$ cat src/rtl/alarm_controller_if.sv
// rtl/alarm_controller_if.sv - sensor, timer and indicator signals of the alarm sequencer
interface alarm_controller_if;
    logic       ignition;
    logic       door_driver;
    logic       door_pass;
    logic       expired;
    logic       half_hz_enable;
    logic [1:0] interval;
    logic       start_timer;
    logic       siren;
    logic       status;
    logic [2:0] state;

    modport master (
        input  ignition,
        input  door_driver,
        input  door_pass,
        input  expired,
        input  half_hz_enable,
        output interval,
        output start_timer,
        output siren,
        output status,
        output state
    );

    modport slave (
        output ignition,
        output door_driver,
        output door_pass,
        output expired,
        output half_hz_enable,
        input  interval,
        input  start_timer,
        input  siren,
        input  status,
        input  state
    );
endinterface

$ cat src/rtl/alarm_controller.sv
// rtl/alarm_controller.sv - anti-theft sequencing FSM driving the countdown timer
module alarm_controller (
    input  logic               clock,
    input  logic               reset,
    alarm_controller_if.master bus
);
    typedef enum logic [2:0] {
        ARMED          = 3'b000,
        TRIGGERED      = 3'b001,
        ALARM_OPEN     = 3'b010,
        ALARM_HOLD     = 3'b011,
        DIS_IGN_ON     = 3'b100,
        DIS_WAIT_OPEN  = 3'b101,
        DIS_WAIT_CLOSE = 3'b110,
        DIS_ARM_DELAY  = 3'b111
    } state_t;

    localparam logic [1:0] T_ARM_DELAY       = 2'b00;
    localparam logic [1:0] T_DRIVER_DELAY    = 2'b01;
    localparam logic [1:0] T_PASSENGER_DELAY = 2'b10;
    localparam logic [1:0] T_ALARM_ON        = 2'b11;

    state_t     state_q;
    logic [1:0] interval_q;
    logic       start_q;
    logic       siren_q;
    logic       status_q;
    logic       door_any;
    logic       expired_ok;

    // The timer reloads on the edge after a start pulse, so a stale expired
    // seen while start_timer is high belongs to the previous countdown.
    assign door_any   = bus.door_driver | bus.door_pass;
    assign expired_ok = bus.expired & ~start_q;

    assign bus.state       = state_q;
    assign bus.interval    = interval_q;
    assign bus.start_timer = start_q;
    assign bus.siren       = siren_q;
    assign bus.status      = status_q;

    // State and all registered outputs advance together on each edge.
    always_ff @(posedge clock or posedge reset) begin
        if (reset) begin
            state_q    <= ARMED;
            interval_q <= T_ARM_DELAY;
            start_q    <= 1'b0;
            siren_q    <= 1'b0;
            status_q   <= 1'b0;
        end else begin
            start_q <= 1'b0;
            if (bus.ignition) begin
                state_q  <= DIS_IGN_ON;
                siren_q  <= 1'b0;
                status_q <= 1'b0;
            end else begin
                case (state_q)
                    ARMED: begin
                        if (bus.door_driver) begin
                            state_q    <= TRIGGERED;
                            interval_q <= T_DRIVER_DELAY;
                            start_q    <= 1'b1;
                            status_q   <= 1'b1;
                        end else if (bus.door_pass) begin
                            state_q    <= TRIGGERED;
                            interval_q <= T_PASSENGER_DELAY;
                            start_q    <= 1'b1;
                            status_q   <= 1'b1;
                        end else if (bus.half_hz_enable) begin
                            status_q <= ~status_q;
                        end
                    end
                    TRIGGERED: begin
                        if (expired_ok) begin
                            state_q  <= ALARM_OPEN;
                            siren_q  <= 1'b1;
                            status_q <= 1'b1;
                        end
                    end
                    ALARM_OPEN: begin
                        if (!door_any) begin
                            state_q    <= ALARM_HOLD;
                            interval_q <= T_ALARM_ON;
                            start_q    <= 1'b1;
                        end
                    end
                    ALARM_HOLD: begin
                        // A reopened door abandons the hold countdown even if it expires now.
                        if (door_any) begin
                            state_q <= ALARM_OPEN;
                        end else if (expired_ok) begin
                            state_q  <= ARMED;
                            siren_q  <= 1'b0;
                            status_q <= 1'b0;
                        end
                    end
                    DIS_IGN_ON: begin
                        state_q <= DIS_WAIT_OPEN;
                    end
                    DIS_WAIT_OPEN: begin
                        if (bus.door_driver) begin
                            state_q <= DIS_WAIT_CLOSE;
                        end
                    end
                    DIS_WAIT_CLOSE: begin
                        if (!door_any) begin
                            state_q    <= DIS_ARM_DELAY;
                            interval_q <= T_ARM_DELAY;
                            start_q    <= 1'b1;
                        end
                    end
                    DIS_ARM_DELAY: begin
                        if (door_any) begin
                            state_q <= DIS_WAIT_CLOSE;
                        end else if (expired_ok) begin
                            state_q  <= ARMED;
                            status_q <= 1'b0;
                        end
                    end
                    default: begin
                        state_q <= ARMED;
                    end
                endcase
            end
        end
    end
endmodule

$ cat src/flat_wrapper.sv
// flat-port wrapper written by rule: the top's interface ports become plain ports
module alarm_controller_flat 
  (clock, reset, bus_ignition, bus_door_driver, bus_door_pass, bus_expired, bus_half_hz_enable, bus_interval, bus_start_timer, bus_siren, bus_status, bus_state);
  alarm_controller_if bus_i ();
  input  logic clock;
  input  logic reset;
  input wire logic [$bits(bus_i.ignition)-1:0] bus_ignition;
  input wire logic [$bits(bus_i.door_driver)-1:0] bus_door_driver;
  input wire logic [$bits(bus_i.door_pass)-1:0] bus_door_pass;
  input wire logic [$bits(bus_i.expired)-1:0] bus_expired;
  input wire logic [$bits(bus_i.half_hz_enable)-1:0] bus_half_hz_enable;
  output wire logic [$bits(bus_i.interval)-1:0] bus_interval;
  output wire logic [$bits(bus_i.start_timer)-1:0] bus_start_timer;
  output wire logic [$bits(bus_i.siren)-1:0] bus_siren;
  output wire logic [$bits(bus_i.status)-1:0] bus_status;
  output wire logic [$bits(bus_i.state)-1:0] bus_state;
  assign bus_i.ignition = bus_ignition;
  assign bus_i.door_driver = bus_door_driver;
  assign bus_i.door_pass = bus_door_pass;
  assign bus_i.expired = bus_expired;
  assign bus_i.half_hz_enable = bus_half_hz_enable;
  assign bus_interval = bus_i.interval;
  assign bus_start_timer = bus_i.start_timer;
  assign bus_siren = bus_i.siren;
  assign bus_status = bus_i.status;
  assign bus_state = bus_i.state;
  alarm_controller u_core (.clock(clock), .reset(reset), .bus(bus_i));
endmodule
$ cat config.mk
export PLATFORM = sky130hd
export DESIGN_NAME = alarm_controller_flat
export DESIGN_NICKNAME = d
export VERILOG_FILES = /design/src/rtl/alarm_controller_if.sv /design/src/rtl/alarm_controller.sv /design/src/flat_wrapper.sv
export SDC_FILE = /design/constraint.sdc
export NUM_CORES = 1
export LEC_CHECK = 0
export BUFFER_PORTS_ARGS = -buffer_cell sky130_fd_sc_hd__buf_2
export CORE_UTILIZATION = 30
export CTS_BUF_LIST = sky130_fd_sc_hd__clkbuf_16
export DETAILED_ROUTE_END_ITERATION = 10
export PLACE_DENSITY_LB_ADDON = 0.1
export SETUP_SLACK_MARGIN = 0.4
export SLEW_MARGIN = 20
export SYNTH_ARGS = -nofsm -noshare
export SYNTH_HDL_FRONTEND = slang
export SYNTH_SLANG_ARGS = --single-unit
$ cat constraint.sdc
create_clock -name clock -period 1.5 [get_ports clock]
set_input_delay 0.15 -clock clock [delete_from_list [all_inputs] [get_ports clock]]
set_output_delay 0.15 -clock clock [all_outputs]
set_load 0.1 [all_outputs]
==> results by group, run 1 <==
Floorplan
  • Top-level port count: 15
  • # rows: 13
  • Chip width: 41.0 um
  • Starting density of the core: 33.7%
  • Die ar.: 0.00168 mm2
  • Core ar.: 0.00135 mm2
  • Die H: 41.0 um

Route
  • Routed wire length: 1350 um
  • Antenna viol nets, final: 0
  • Avg WL per Cell: 14.8 um
  • Drt via density: 5.01
  • Drt first pass iters: 2
  • First DRT Iteration DRCs: 4
  • # DRC: 0
  • Vias: 456

Final layout
  • Layout cells sized above 1: 68.4%
  • Layout area overhead: 97.3%
  • Ant diodes: 0
  • Final cell count without fillers: 91
  • Fin nets: 84

Synth
  • Most common cell in the synthesized netlist: dfrtp_1
  • Synth top area cells: dfrtp_1, mux2_1, nand2_1, a21oi_1, nor3_2
  • Synth warnings: 0
  • Syn nets: 54
  • Cells after Synth: 47
  • Post-synth EDFFs: 0
  • Library cells used by synthesis: 25
  • Seq cells post-synth: 8
  • Yosys top cell area share: 44.0%
  • Area leader, netlist: dfrtp_1
  • Post-Syn Area: 455 um2
  • Top cells by count, synth: dfrtp_1, nand2_1, a21oi_1, nand2b_1
  • Register area share after synthesis: 44.0%
  • Ys async rst share: 100%
  • Syn Area/Cell: 9.69 um2
  • Top FF cell, synth: dfrtp_1

Pwr
  • Leak Pwr: 0.425 nW
  • Cell-internal power: 0.000695 W
  • Sequential Power Share: 24.5%
  • Switching power share of the total: 34.4%
  • VDD IR max: 1.25 mV
  • Clock power share: 43.6%
  • PnR Total Power: 0.00106 W
  • Power per Cell Area: 1180 mW/mm2
  • Combinational Power Share: 31.9%
  • Net Switching: 0.000364 W

Global route
  • Global-route wire length before repair: 1800 um
  • GRT Total Usage: 18.0%
  • GRT overflow: 0
  • Vias in the first global route: 419
  • Pin count of the biggest net entering global routing: 11
  • Initial antenna violation count: 0

Clock tree
  • Num CTS Buffers: 3
  • Maximum clock path buffer count: 2
  • CTS tree: yes
  • Clk sinks: 8
  • Clk_lat worst skew: 240 ps
  • H-tree depth: 1
  • Root buffer cell: clkbuf_16
  • Worst-path clk slew: 40 ps

Place
  • Post-Place Cells: 79
  • Port bufs: 14
  • Dpl ws: 43.7 ps
  • Final HPWL DP: 854 um
  • GPL Wtd Cong: 0.752

Timing
  • FMAX: 705 MHz
  • # setup viols final: 0
  • Worst-Margin Slew: 337 ps
  • Tcrit/Tclk final: 94.6%
  • Setup WS post-layout: 81.5 ps
  • Min Hold Slack: 195 ps
  • RSZ-0062 raised after global routing: true
  • Final Hold Fails: 0
  • Setup TNS: 0 ps
  • Skew final: 7.91 ps
  • Worst slew margin: 77.6%
  • Minimum clock period: 1420 ps
  • Final Max Slew Viols: 0

Critical path
  • Crit path DAT: 1530 ps
  • Crit path max-delay cell type: dfrtp_4
  • Critical Path Fanout Max: 3
  • Setup Crit Path Kind: flop to flop
  • Critical path cell sequence: nor2_4 > mux2i_1 > nor3_2 > mux2_1
  • CP top delay family: flip-flops
  • Worst EP required: 1610 ps
  • CP max stage delay: 500 ps
  • Critical Path Sink Type: flop
  • Startpoint Class: flop
  • CP bufs+invs: 0

Worst hold path
  • Worst min path class: input port to flop

Flow run
  • Number of max-cap violations: 0

Outcome
  • Status: completed
## cell usage in the layout (no fill, tap or decap), types with 2 or more instances in the layout
| cell | synthesis | routed |
|---|---|---|
| dfrtp_1 | 8 | 2 |
| clkbuf_16 | 0 | 3 |
| buf_12 | 0 | 3 |
| buf_4 | 0 | 12 |
| nand2b_1 | 3 | 2 |
| nor3_2 | 2 | 3 |
| nand2_1 | 6 | 4 |
| buf_2 | 1 | 6 |
| buf_6 | 1 | 5 |
| dfrtp_2 | 0 | 2 |
| dfrtp_4 | 0 | 4 |
| mux2_1 | 2 | 2 |
| a21oi_1 | 4 | 3 |
| inv_1 | 2 | 3 |
## routing by layer
layer	routed length [um]	part of all wire [%]	vias to the layer above	global-route usage, %
met1	588	44	219	19.8
met2	702	52	10	29.7
met4	0	0	0	5.00
met3	58	4.3	0	9.78
li1	-	-	227	-
met5	0	0	-	0
## through the flow
| stage | util [%] | area [um2] |
|---|---|---|
| floorplan | - | 509 |
| global placement | 44.9 | 607 |
| detailed placement | 44.9 | 607 |
| CTS | 56.5 | 763 |
| global route | 66.5 | 898 |
| finish | 66.5 | 898 |
## kinds of logic after synthesis
kind of cell           Yosys count  share of synthesized area [%]
AND/OR/NAND/NOR                 18                           22.5
AO/OA/AOI/OAI                   12                           17.9
multiplexers                     4                           9.61
buffers and inverters            5                           6.04
flip-flops                       8                           44.0
## worst reg2reg max path, cell delays in order (launching register included)
cell	delay, ps
dfrtp_4	500
nor2_4	100
mux2i_1	90
nor3_2	260
mux2_1	350
## power groups by stage
stage,sequential [W],clock [W],combinational (W)
after CTS,0.000256,0.000470,0.000296
after global placement,0.000259,0,0.000267
after global routing,0.000262,0.000494,0.000351
after detailed placement,0.000259,0,0.000267
after floorplan,0.000413,0,0.0000692
final,0.000259,0.000462,0.000338
## path summary, 6_finish.rpt
check	startpoint	end	slack (ps)	cells past startpoint
max	u_core.bus.state[1]	u_core.bus.interval[0]	80	4
min	bus_ignition	u_core.bus.state[0]	190	2
max reg2reg	u_core.bus.state[1]	u_core.bus.interval[0]	80	4
min reg2reg	u_core.bus.interval[0]	u_core.bus.interval[0]	480	1
max in group asynchronous	reset	u_core.bus.state[2]	810	3
min in group asynchronous	reset	u_core.bus.start_timer	410	3
## what timing repair did
action / 4_1_cts / 5_1_grt
pin swaps: 0 / 4
hold buffers: 1 / 0
gates resized for setup: 14 / 25
hold endpoints to repair: 8 / 0
setup endpoints to repair: 14 / 11
buffers inserted: 3 / 4
## sequential cells by signal, summed over array words and instances (netlist names)
| register | flops |
|---|---|
| u_core.bus.interval | 2 |
| u_core.bus.siren | 1 |
| u_core.bus.start_timer | 1 |
| u_core.bus.state | 3 |
| u_core.bus.status | 1 |
## final cells by class
| cell class | count | area (um2) |
|---|---|---|
| clock buffer | 3 | 75.1 |
| clock inverter | 1 | 3.75 |
| fill | 110 | 452 |
| inverter | 2 | 7.51 |
| multi-input combinational | 34 | 314 |
| sequential | 8 | 218 |
| tap | 15 | 18.8 |
| timing repair buffer | 28 | 262 |
(Power assumes the default switching activity.)
==> run 2, diff against run 1 <==
- BUFFER_PORTS_ARGS: -buffer_cell sky130_fd_sc_hd__buf_2 -> unset
- DONT_BUFFER_PORTS: unset -> 1
- RECOVER_POWER: unset -> 25
==> results by group, run 2 (same netlist as run 1, synthesis figures left out) <==
Outcome
  • Status: complete, but fails checks
  • Failing checks: negative hold slack

Global route
  • GRT Total Usage: 17.0% (-1.1 points)
  • Global-route wire length before repair: 1810 um (+0.39%)
  • GRT overflow: 0 (unchanged)
  • Initial antenna violation count: 0 (unchanged)
  • Pin count of the biggest net entering global routing: 14 (+3)
  • Vias in the first global route: 398 (-5.0%)

Flow run
  • Number of max-cap violations: 0 (unchanged)

Floorplan
  • Chip width: 41.0 um (unchanged)
  • Top-level port count: 15 (unchanged)
  • Die ar.: 0.00168 mm2 (unchanged)
  • Die H: 41.0 um (unchanged)
  • Starting density of the core: 33.7% (unchanged)
  • Core ar.: 0.00135 mm2 (unchanged)
  • # rows: 13 (unchanged)

Clock tree
  • Clk sinks: 8 (unchanged)
  • Num CTS Buffers: 3 (unchanged)
  • Maximum clock path buffer count: 2 (unchanged)
  • Clk_lat worst skew: 230 ps (about the same)
  • H-tree depth: 1 (unchanged)
  • Root buffer cell: clkbuf_16
  • Worst-path clk slew: 40 ps (about the same)
  • CTS tree: yes
  • Hold-fix buffers, CTS: 2 (+1)

Critical path
  • R2R Setup Slk: 120 ps (+40 ps)
  • Crit path DAT: 1490 ps (-40 ps)
  • Startpoint Class: flop
  • R2r startpoint: u_core.bus.state[2]
  • Worst R2R Path Depth: 4 (unchanged)
  • FF-to-FF End: u_core.bus.interval[0]
  • Setup Crit Path Kind: flop to flop
  • Critical Path Fanout Max: 3 (unchanged)
  • Worst EP required: 1610 ps (about the same)
  • Critical Path Sink Type: flop

Timing
  • Minimum clock period: 1380 ps (-38.6 ps)
  • Setup WS post-layout: 120 ps (+38.6 ps)
  • Final Max Slew Viols: 0 (unchanged)
  • FMAX: 725 MHz (+2.8%)
  • Min Hold Slack: -17.5 ps (-212 ps)
  • # setup viols final: 0 (unchanged)
  • RSZ-0062 raised after global routing: true
  • Worst slew margin: 72.6% (-5.0 points)
  • Skew final: 1.91 ps (-6.00 ps)
  • Tcrit/Tclk final: 92.0% (-2.6 points)
  • Worst-Margin Slew: 411 ps (+74.5 ps)
  • Setup TNS: 0 ps (unchanged)
  • Final Hold Fails: 1 (+1)

Route
  • Avg WL per Cell: 15.5 um (+4.5%)
  • First DRT Iteration DRCs: 4 (unchanged)
  • # DRC: 0 (unchanged)
  • Drt first pass iters: 2 (unchanged)
  • Vias: 429 (-5.9%)
  • Routed wire length: 1290 um (-4.7%)
  • Antenna viol nets, final: 0 (unchanged)
  • Drt via density: 5.17 (+3.1%)

Pwr
  • Leak Pwr: 0.366 nW (-14%)
  • Power per Cell Area: 1280 mW/mm2 (+8.8%)
  • PnR Total Power: 0.00105 W (-0.61%)
  • VDD IR max: 0.885 mV (-29%)

Place
  • Dpl ws: 42.7 ps (-1.04 ps)
  • Cell Area, Placed: 567 um2 (-6.6%)
  • Port bufs: 0 (-14)
  • GPL Wtd Cong: 0.723 (-3.9%)
  • Final HPWL DP: 817 um (-4.3%)

Final layout
  • # fillers: 109 (-0.91%)
  • Design area: 821 um2 (-8.6%)
  • Layout area overhead: 80.2%
  • Layout cells sized above 1: 64.7% (-3.7 points)
  • Ant diodes: 0 (unchanged)
  • Fin nets: 76 (-9.5%)
  • Most frequent cells in the layout: buf_4, nand2_1, dfrtp_4
  • Max reg flops: 3 (unchanged)
  • Commonest non-fill, non-tap cell in the layout: buf_4

Worst hold path
  • Worst min path class: input port to flop
  • WHS Path Cells: 1 (-1)
  • Hold Path Sink: u_core.bus.start_timer
  • HP Start: bus_ignition
## run 2: cell types whose count changed in the layout (fill, tap and decap cells not counted), sizes merged
cell,previous run,this run
buf,27,18
dlygate4sd3,1,2
## run 2: timing repair
item / 4_1_cts / 5_1_grt
endpoints found under the hold margin: 11 / 1
pin swaps: 1 / 6
setup endpoints to repair: 11 / 11
setup buffers: 2 / 6
gates resized for setup: 11 / 10
## run 2: how the worst max path moves through the flow
stage,start,endpoint,slack [ps],cells after the start
detailed placement,u_core.bus.state[1],u_core.bus.interval[0],40,4
CTS,u_core.bus.state[2],u_core.bus.interval[1],110,4
global route,u_core.bus.state[2],u_core.bus.interval[0],60,4
finish,u_core.bus.state[2],u_core.bus.interval[0],120,4
global placement,u_core.bus.state[1],u_core.bus.interval[0],100,4
floorplan,u_core.bus.state[1],u_core.bus.interval[0],-170,5
## run 2: per-layer routing
metal / vias to the layer above / share of wire [%] / global-route usage, %
li1: 208 / - / -
met5: - / 0 / 0
met3: 2 / 3.0 / 2.17
met4: 0 / 1.6 / 10.0
met2: 9 / 52 / 27.7
met1: 210 / 43 / 21.0
## run 2: layout make-up
cell class                      instances  area (um2)  share of cell area, %
Inverter                                2        7.51                  0.915
Multi-Input combinational cell         34         310                   37.8
Clock buffer                            3        75.1                   9.15
Tap cell                               15        18.8                   2.29
Clock inverter                          1        3.75                  0.457
Timing Repair Buffer                   20         188                   22.9
Sequential cell                         8         218                   26.5
## run 2: power by group
group	switching (W)	total, W	internal, W
Clock	0.000114	0.000462	0.000348
Combinational	0.000220	0.000324	0.000105
Sequential	0.0000251	0.000267	0.000242
## run 2: metrics by stage
step / instances / util, %
floorplan: 47 / -
global placement: 69 / 42.0
detailed placement: 69 / 42.0
CTS: 77 / 53.8
global route: 83 / 60.8
finish: 83 / 60.8
## run 2: worst max-delay path: stages, from the launching register on
cell and delay, ps:
dfrtp_4 480, nor2_4 120, mux2i_2 90, nor3_4 250
mux2_4 320
